## src/rtl/instr_loader_pkg.sv

```systemverilog
// ============================================================================
// Module   : instr_loader_pkg
// Purpose  : ISA constants, field positions and format classification shared
//            by the instruction encoder and the loader control logic.
// Revision : 1.0 - initial release
// ============================================================================
`default_nettype none

package instr_loader_pkg;

    localparam int c_REG_W  = 5;
    localparam int c_IMM_W  = 17;
    localparam int c_TGT_W  = 27;
    localparam int c_WORD_W = 32;
    localparam int c_ADDR_W = 12;
    localparam int c_CNT_W  = 13;

    localparam logic [c_ADDR_W-1:0] c_ADDR_MAX = '1;

    // Opcodes
    localparam logic [c_REG_W-1:0] c_OP_RTYPE = 5'b00000;
    localparam logic [c_REG_W-1:0] c_OP_ADDI  = 5'b00101;
    localparam logic [c_REG_W-1:0] c_OP_SW    = 5'b00111;
    localparam logic [c_REG_W-1:0] c_OP_LW    = 5'b01000;
    localparam logic [c_REG_W-1:0] c_OP_BNE   = 5'b00010;
    localparam logic [c_REG_W-1:0] c_OP_BLT   = 5'b00110;
    localparam logic [c_REG_W-1:0] c_OP_J     = 5'b00001;
    localparam logic [c_REG_W-1:0] c_OP_JAL   = 5'b00011;
    localparam logic [c_REG_W-1:0] c_OP_BEX   = 5'b10110;
    localparam logic [c_REG_W-1:0] c_OP_SETX  = 5'b10101;
    localparam logic [c_REG_W-1:0] c_OP_JR    = 5'b00100;

    // Field bit positions within the 32-bit word
    localparam int c_OPC_MSB   = 31;
    localparam int c_OPC_LSB   = 27;
    localparam int c_RD_MSB    = 26;
    localparam int c_RD_LSB    = 22;
    localparam int c_RS_MSB    = 21;
    localparam int c_RS_LSB    = 17;
    localparam int c_RT_MSB    = 16;
    localparam int c_RT_LSB    = 12;
    localparam int c_SHAMT_MSB = 11;
    localparam int c_SHAMT_LSB = 7;
    localparam int c_ALUOP_MSB = 6;
    localparam int c_ALUOP_LSB = 2;
    localparam int c_IMM_MSB   = 16;
    localparam int c_IMM_LSB   = 0;
    localparam int c_TGT_MSB   = 26;
    localparam int c_TGT_LSB   = 0;

    // Loader FSM encoding
    localparam logic [1:0] c_ST_IDLE   = 2'd0;
    localparam logic [1:0] c_ST_ACCEPT = 2'd1;
    localparam logic [1:0] c_ST_WRITE  = 2'd2;
    localparam logic [1:0] c_ST_DONE   = 2'd3;

    typedef enum logic [2:0] {
        FMT_R   = 3'd0,
        FMT_I   = 3'd1,
        FMT_JI  = 3'd2,
        FMT_JII = 3'd3,
        FMT_INV = 3'd4
    } fmt_e;

    function automatic fmt_e classify(input logic [c_REG_W-1:0] op);
        fmt_e fmt;
        case (op)
            c_OP_RTYPE:                                   fmt = FMT_R;
            c_OP_ADDI, c_OP_SW, c_OP_LW, c_OP_BNE, c_OP_BLT: fmt = FMT_I;
            c_OP_J, c_OP_JAL, c_OP_BEX, c_OP_SETX:         fmt = FMT_JI;
            c_OP_JR:                                      fmt = FMT_JII;
            default:                                      fmt = FMT_INV;
        endcase
        return fmt;
    endfunction

endpackage

`default_nettype wire

```

## src/rtl/instr_loader_encoder.sv

```systemverilog
// ============================================================================
// Module   : instr_encoder
// Purpose  : Combinational packer turning instruction fields into a 32-bit
//            word; o_valid is low for opcodes outside the ISA.
// Revision : 1.0 - initial release
// ============================================================================
`default_nettype none

module instr_encoder
    import instr_loader_pkg::*;
(
    input  logic [c_REG_W-1:0]  i_opcode,
    input  logic [c_REG_W-1:0]  i_rd,
    input  logic [c_REG_W-1:0]  i_rs,
    input  logic [c_REG_W-1:0]  i_rt,
    input  logic [c_REG_W-1:0]  i_shamt,
    input  logic [c_REG_W-1:0]  i_aluop,
    input  logic [c_IMM_W-1:0]  i_imm,
    input  logic [c_TGT_W-1:0]  i_target,
    output logic [c_WORD_W-1:0] o_word,
    output logic                o_valid
);

    fmt_e w_fmt;

    assign w_fmt = classify(i_opcode);

    // Start from all-zero so every region a format leaves unused is forced low
    always_comb begin
        o_word  = '0;
        o_valid = 1'b1;
        case (w_fmt)
            FMT_R: begin
                o_word[c_OPC_MSB:c_OPC_LSB]     = i_opcode;
                o_word[c_RD_MSB:c_RD_LSB]       = i_rd;
                o_word[c_RS_MSB:c_RS_LSB]       = i_rs;
                o_word[c_RT_MSB:c_RT_LSB]       = i_rt;
                o_word[c_SHAMT_MSB:c_SHAMT_LSB] = i_shamt;
                o_word[c_ALUOP_MSB:c_ALUOP_LSB] = i_aluop;
            end
            FMT_I: begin
                o_word[c_OPC_MSB:c_OPC_LSB] = i_opcode;
                o_word[c_RD_MSB:c_RD_LSB]   = i_rd;
                o_word[c_RS_MSB:c_RS_LSB]   = i_rs;
                o_word[c_IMM_MSB:c_IMM_LSB] = i_imm;
            end
            FMT_JI: begin
                o_word[c_OPC_MSB:c_OPC_LSB] = i_opcode;
                o_word[c_TGT_MSB:c_TGT_LSB] = i_target;
            end
            FMT_JII: begin
                o_word[c_OPC_MSB:c_OPC_LSB] = i_opcode;
                o_word[c_RD_MSB:c_RD_LSB]   = i_rd;
            end
            default: begin
                o_valid = 1'b0;
            end
        endcase
    end

endmodule

`default_nettype wire

```

## src/rtl/instr_loader.sv

```systemverilog
// ============================================================================
// Module   : instr_loader
// Purpose  : Accepts instruction fields over a valid/ready handshake, encodes
//            them and writes one word per two cycles into instruction memory.
// Revision : 1.0 - initial release
// ============================================================================
`default_nettype none

module instr_loader
    import instr_loader_pkg::*;
(
    input  logic                clock,
    input  logic                reset,
    input  logic                start,
    input  logic                in_valid,
    output logic                in_ready,
    input  logic [c_REG_W-1:0]  in_opcode,
    input  logic [c_REG_W-1:0]  in_rd,
    input  logic [c_REG_W-1:0]  in_rs,
    input  logic [c_REG_W-1:0]  in_rt,
    input  logic [c_REG_W-1:0]  in_shamt,
    input  logic [c_REG_W-1:0]  in_aluop,
    input  logic [c_IMM_W-1:0]  in_imm,
    input  logic [c_TGT_W-1:0]  in_target,
    input  logic                in_last,
    output logic                imem_we,
    output logic [c_ADDR_W-1:0] imem_addr,
    output logic [c_WORD_W-1:0] imem_data,
    output logic                busy,
    output logic                done,
    output logic                err,
    output logic [c_CNT_W-1:0]  count
);

    logic [1:0]          r_state;
    logic [1:0]          w_next_state;
    logic [c_WORD_W-1:0] r_word;
    logic                r_last;
    logic [c_ADDR_W-1:0] r_addr;
    logic [c_CNT_W-1:0]  r_count;
    logic                r_err;
    logic [c_WORD_W-1:0] w_enc_word;
    logic                w_enc_valid;
    logic                w_end_session;

    instr_encoder u_encoder (
        .i_opcode (in_opcode),
        .i_rd     (in_rd),
        .i_rs     (in_rs),
        .i_rt     (in_rt),
        .i_shamt  (in_shamt),
        .i_aluop  (in_aluop),
        .i_imm    (in_imm),
        .i_target (in_target),
        .o_word   (w_enc_word),
        .o_valid  (w_enc_valid)
    );

    // The top address ends the session rather than wrapping to 0
    assign w_end_session = r_last || (r_addr == c_ADDR_MAX);

    always_ff @(posedge clock) begin
        if (reset) begin
            r_state <= c_ST_IDLE;
        end else begin
            r_state <= w_next_state;
        end
    end

    always_comb begin
        w_next_state = r_state;
        in_ready     = 1'b0;
        imem_we      = 1'b0;
        busy         = 1'b1;
        done         = 1'b0;
        case (r_state)
            c_ST_IDLE: begin
                busy = 1'b0;
                if (start) begin
                    w_next_state = c_ST_ACCEPT;
                end
            end
            c_ST_ACCEPT: begin
                in_ready = 1'b1;
                if (in_valid) begin
                    if (w_enc_valid) begin
                        w_next_state = c_ST_WRITE;
                    end else if (in_last) begin
                        w_next_state = c_ST_DONE;
                    end
                end
            end
            c_ST_WRITE: begin
                imem_we      = 1'b1;
                w_next_state = w_end_session ? c_ST_DONE : c_ST_ACCEPT;
            end
            c_ST_DONE: begin
                done         = 1'b1;
                w_next_state = c_ST_IDLE;
            end
            default: begin
                w_next_state = c_ST_IDLE;
            end
        endcase
    end

    always_ff @(posedge clock) begin
        if (reset) begin
            r_word  <= '0;
            r_last  <= 1'b0;
            r_addr  <= '0;
            r_count <= '0;
            r_err   <= 1'b0;
        end else begin
            case (r_state)
                c_ST_IDLE: begin
                    if (start) begin
                        r_addr  <= '0;
                        r_count <= '0;
                        r_err   <= 1'b0;
                        r_last  <= 1'b0;
                    end
                end
                c_ST_ACCEPT: begin
                    if (in_valid) begin
                        if (w_enc_valid) begin
                            r_word <= w_enc_word;
                            r_last <= in_last;
                        end else begin
                            r_err <= 1'b1;
                        end
                    end
                end
                c_ST_WRITE: begin
                    r_count <= r_count + 1'b1;
                    if (!w_end_session) begin
                        r_addr <= r_addr + 1'b1;
                    end
                end
                default: begin
                end
            endcase
        end
    end

    assign imem_addr = r_addr;
    assign imem_data = r_word;
    assign err       = r_err;
    assign count     = r_count;

endmodule

`default_nettype wire

```

## config.mk

```make
export PLATFORM = sky130hd
export DESIGN_NAME = instr_loader
export DESIGN_NICKNAME = d
export VERILOG_FILES = /design/src/rtl/instr_loader_pkg.sv /design/src/rtl/instr_loader_encoder.sv /design/src/rtl/instr_loader.sv
export SDC_FILE = /design/constraint.sdc
export NUM_CORES = 1
export LEC_CHECK = 0
export CORE_ASPECT_RATIO = 1.4
export CORE_UTILIZATION = 43
export DETAILED_ROUTE_END_ITERATION = 6
export PLACE_DENSITY = 0.8
export REMOVE_ABC_BUFFERS = 1
export SLEW_MARGIN = 20
export SYNTH_ARGS = -nofsm -noshare
export SYNTH_HDL_FRONTEND = slang
export SYNTH_HIERARCHICAL = 1
export SYNTH_SLANG_ARGS = --single-unit
export TNS_END_PERCENT = 50
```

## constraint.sdc

```tcl
create_clock -name clock -period 2.3 [get_ports clock]
set_clock_uncertainty 0.05 [all_clocks]
set_input_delay 0.46 -clock clock [delete_from_list [all_inputs] [get_ports clock]]
set_output_delay 0.46 -clock clock [all_outputs]
set_load 0.03 [all_outputs]
```

Word-level counts from Yosys, hierarchy flattened
Memory sizes are Yosys's and may differ from the RTL's.
Index checks and enable logic that the tools add are counted.
{"block": "op_classes", "n_addsub": 2, "eq_ne": 13, "mux": 26, "reduce_logical": 13}
{"cell": "$pmux W20 S3", "n": 1}
{"cell": "$pmux W13 S2", "n": 1}
{"cell": "$mux W12", "n": 2}
{"cell": "$pmux W12 S2", "n": 1}
{"cell": "$pmux W10 S2", "n": 1}
{"cell": "$add A13 B1 Y13 const B", "n": 1}
{"cell": "$mux W13", "n": 1}
{"cell": "$add A12 B1 Y12 const B", "n": 1}
{"cell": "$eq A12 B12 Y1 const B", "n": 1}
{"cell": "$mux W1", "n": 10}
{"cell": "$mux W2", "n": 5}
{"cell": "$reduce_and A3 Y1", "n": 3}
{"cell": "$ne A2 B2 Y1 const B", "n": 4}
{"cell": "$pmux W2 S4", "n": 1}
{"cell": "$reduce_and A4 Y1", "n": 2}
{"cell": "$eq A3 B2 Y1 const B", "n": 2}
{"cell": "$eq A2 B2 Y1 const B", "n": 2}
{"cell": "$pmux W1 S2", "n": 2}
{"cell": "$pmux W2 S2", "n": 1}
{"cell": "$reduce_bool A2 Y1", "n": 2}
{"cell": "$reduce_or A4 Y1", "n": 1}
{"cell": "$eq A3 B1 Y1 const B", "n": 1}
{"cell": "$logic_not A3 Y1", "n": 1}
{"cell": "$ne A3 B2 Y1 const B", "n": 1}
{"cell": "6 further kinds", "n": 6}
{"block": "word_totals", "regBits": 61, "mem_bits_ro": 96, "in_bits": 79, "out_inout_bits": 62, "wordCells": 61, "memories": 1}
{"memory": "(no name shown)", "words": 32, "word_bits": 3, "read_ports": 1, "rd_ports_with_merged_regs": 0, "write_ports": 0, "line": "instr_loader_pkg.sv:67", "source": "case (op)"}

Logic depth before layout (Yosys ltp)
An unclocked memory read counts as a cell.
{"block": "depth", "depth_word": 7, "mapped_depth": 11, "depth_no_buf": 9}

Cells and area by module
Netlist, hierarchy kept.
{"module": "instr_loader", "instances": 1, "cells_per_inst": 334, "area_each_um2": 2717.6, "seq_area_each_um2": 1221.2}
{"module": "instr_encoder", "instances": 1, "cells_per_inst": 103, "area_each_um2": 715.7, "seq_area_each_um2": 0.0}

Worst setup path before layout
Ideal clock, no wire load.
{"block": "synth_timing", "path_kind": "in2reg", "start": "input port in_opcode[0]", "end": "register r_word[17] (netlist: imem_data[17])", "setup_ps": 132, "t_arrival_ps": 1935, "required_ps": 2118, "slack_ps": 183, "path_stages": 10, "path_buffers": 2, "path_cell_list": "inv_1 -> ha_1 -> mux2_4 -> a21o_1 -> buf_6 -> and2_4 -> buf_6 -> a22o_1 -> nand2_1 -> a21oi_1"}
{"block": "synth_between", "elab_cells_between_ends": 9, "cone_classes": "eq/ne: 3; mux: 2; reduce/logical: 3; memory: 1"}
{"element": "from (decl)", "line": "instr_loader.sv:17", "source": "input logic [c_REG_W-1:0] in_opcode,"}
{"element": "$mem_v2 Z32 W3 *"}
{"element": "$eq A3 B2 Y1 (tied with other cells)", "line": "instr_loader_encoder.sv:32", "source": "case (w_fmt)"}
{"element": "$pmux W20 S3 *", "line": "instr_loader_encoder.sv:32"}
{"element": "named net w_enc_word[17]", "line": "instr_loader.sv:42", "source": "logic [c_WORD_W-1:0] w_enc_word;"}
{"element": "to (signal assigned)", "line": "instr_loader.sv:127", "source": "r_word <= w_enc_word;"}
{"element": "to (decl)", "line": "instr_loader.sv:37", "source": "logic [c_WORD_W-1:0] r_word;"}
Mark *: on every way through the listed nets, which the timed path passes. The rest lies on a longest branch.
A chain may end at the register's enable or synchronous reset.

Worst setup path after layout
{"block": "layout_timing", "start": "input port in_opcode[1]", "end": "register r_word[2] (netlist: imem_data[2])"}
The elaborated chain is that of the path after synthesis.

==> results.sh <==
export IMPL_synth_seq_area_share_pct=35.57
export IMPL_synthCells=437
export IMPL_tritoncts="done"
export IMPL_worst_hold_path_endpoint="imem_data[24]"
export IMPL_viasPerCell=5.614
export IMPL_cts_buffers=9
export IMPL_yosys_area_top_type_share_pct=35.57
export IMPL_fmax_mhz=454.7
export IMPL_p_switching_w=0.0006468
export IMPL_areaGrowthSynthToFinish_pct=54.56
export IMPL_hold_violations=0
export IMPL_syn_cell_area_um2=3433
export IMPL_n_antenna_cell=0
export IMPL_grt_use_met1_pct=27.75
export IMPL_grt_max_degree=33
export IMPL_routed_wl_um=10680
export IMPL_ys_async_sr_fraction_pct=0
export IMPL_report_final_slew_viol_count=0
export IMPL_synth_top_flop_cell="dfxtp_1"
export IMPL_synth_warning_count=6
export IMPL_synth_area_leader_cell="dfxtp_1"
export IMPL_grt_pass1_vias=3697
export IMPL_fin_crit_sh_pct=95.61
export IMPL_synth_edf_count=0
export IMPL_dieArea_um2=8351
export IMPL_whs_path_depth=2
export IMPL_layout_drive_gt1_share_pct=12.01
export IMPL_fp_dieH_um=107.7
export IMPL_htree_levels=3
export IMPL_grt_pass1_wl_um=16870
export IMPL_worstPathRequired_ps=2460
export IMPL_cts_setup_buffers=0
export IMPL_ys_seq_elements=61
export IMPL_start_kind="primary input"
export IMPL_tightest_slew_ps=511.8
export IMPL_p_per_area_nw_per_um2=494.8
export IMPL_grt_busiest_layer="met2"
export IMPL_yosysMostFrequentCell="nand2_1"
export IMPL_worst_setup_path_type="in2reg"
export IMPL_clk_pin_slew_ps=70
export IMPL_status="complete, no violations"
export IMPL_clk_latency_ps=340
export IMPL_place_hpwl_um=7573
export IMPL_use_met2_pct=46.65
export IMPL_crit_path_end_kind="flip-flop"
export IMPL_dp_cells=674
export IMPL_final_util_pct=68.47
export IMPL_p_comb_share_pct=17.5
export IMPL_reg2reg_slack_ps=320
export IMPL_leakage_nw=1.945
export IMPL_p_int_w=0.001979
export IMPL_reg2reg_from="imem_addr[0]"
export IMPL_clockPowerShare_pct=41.6
export IMPL_ys_types=64
export IMPL_cts_root_buffer="clkbuf_8"
export IMPL_path_max_fanout=17
export IMPL_drtPass1Iterations=4
export IMPL_hold_start="imem_data[24]"
export IMPL_rows=38
export IMPL_drc=0
export IMPL_num_vias=3879
export IMPL_wl_per_cell_um=15.45
export IMPL_vdd_drop_max_mv=0.4313
export IMPL_clock_sinks=61
export IMPL_ant_nets=0
export IMPL_grt_setup_unrepaired="no"
export IMPL_die_w_um=77.52
export IMPL_fin_crit_ps=2199
export IMPL_layout_nets=669
export IMPL_start_util_pct=44.30
export IMPL_place_gp_congestion=0.8406
export IMPL_grt_use_total_pct=25.24
export IMPL_arrival_ps=2360
export IMPL_ioPinCount=141
export IMPL_coreArea_um2=7750
export IMPL_stdcell_count=691
export IMPL_slew_headroom_pct=65.62
export IMPL_setup_violations=0
export IMPL_met3_usage_pct=5.254
export IMPL_netlist_top_cells_count="nand2_1, dfxtp_1, a21oi_1, nand3_1, nor2_1"
export IMPL_grt_overflow=0
export IMPL_drv_cap=0
export IMPL_rr_worst_depth=5
export IMPL_sw_frac_of_total_pct=24.64
export IMPL_synth_area_leaders="dfxtp_1, nand2_1, a21oi_1"
export IMPL_hold_class="reg2reg"
export IMPL_seqPwrFrac_pct=40.9
export IMPL_portBuffers=140
export IMPL_syn_area_per_cell_um2=7.857
export IMPL_drt_iter0_drc=148
export IMPL_tns_ps=0
export IMPL_reg2reg_to="imem_addr[10]"
export IMPL_cts_path_max_buffers=2
export IMPL_antenna_found_initial=0
## state kept, by name, indices dropped and copies added, names as in the netlist
name       cells
imem_addr     12
count         13
r_state        2
r_last         1
imem_data     32
err            1
## cell usage in the layout (no fill, tap or decap), types with 5 or more instances in the layout
cell type        Yosys  final
a21oi_1             52     51
a22o_1              10     10
a32oi_1             15     15
and3_1               7      7
buf_4                1     26
clkbuf_8             0     11
clkdlybuf4s50_1      0    136
dfxtp_1             61     60
inv_1                9      8
nand2_1             90     90
nand3_1             29     29
nand4_1              5      5
nor2_1              22     22
nor3_1               6      6
nor4_1               8      8
o21ai_0              8      8
## cell type report
cell class | instances | area [µm²]
Sequential cell | 61 | 1222
Clock inverter | 4 | 70.07
Timing Repair Buffer | 169 | 1667
Inverter | 9 | 33.78
Tap cell | 100 | 125.1
Fill cell | 638 | 2444
Clock buffer | 12 | 155.1
Multi-Input combinational cell | 336 | 2033
## repair_timing
item	in CTS	in global routing
hold buffers	0	0
endpoints found under the setup margin	0	25
resized for setup	0	8
## worst max-delay path by stage
stage / startpoint / to / slack [ps] / cells past startpoint
after floorplan: in_opcode[0] / imem_data[0] / 110 / 9
after global placement: in_opcode[1] / imem_data[10] / -260 / 10
after detailed placement: in_opcode[0] / imem_data[12] / -310 / 10
after CTS: r_state[1] / in_ready / 30 / 2
after global routing: r_state[0] / done / 30 / 3
final: in_opcode[1] / imem_data[2] / 100 / 10
## metal layers
| layer | vias up | routed length, µm |
|---|---|---|
| li1 | 1882 | - |
| met1 | 1851 | 4182 |
| met2 | 123 | 5774 |
| met3 | 23 | 475 |
| met4 | 0 | 247 |
| met5 | - | 0 |
## metrics by stage
step	worst slack [ps]	power [W]	hold slack (ps)	instance area, µm²
4_1_cts	26.78	0.002641	405.9	5263
3_5_place_dp	-312.8	0.001545	395.7	5037
3_3_place_gp	-262.5	0.001537	392.4	5037
5_1_grt	30.52	0.002722	427.4	5306
2_1_floorplan	106.3	0.001266	415.8	3251
6_report	101.0	0.002625	404.5	5306
## power groups by stage
stage	Combinational, W	Clock, W	Sequential, W
2_1_floorplan	0.000154	0	0.00111
5_1_grt	0.000491	0.00116	0.00107
4_1_cts	0.000450	0.00112	0.00107
6_report	0.000459	0.00109	0.00107
3_5_place_dp	0.000448	0	0.00110
3_3_place_gp	0.000440	0	0.00110
## worst max-delay path, stage by stage
cell and delay, ps:
clkdlybuf4s50_1 500, inv_1 100, ha_4 240, mux2_4 260, a21o_1 190, buf_12 160
a32oi_1 220, nand2_1 80, nand2_1 80, a21oi_2 60
## cell families after synthesis
kind of cell    Yosys count  share of synthesized area (%)
flops                    61                          35.57
simple gates            200                          29.81
mux                       6                          1.931
compound gates          121                          23.91
fa+ha+maj                 4                          1.458
xor+xnor                  4                          1.021
buf+inv                  41                          6.304
Note: power is estimated with default switching activity, not from simulation.
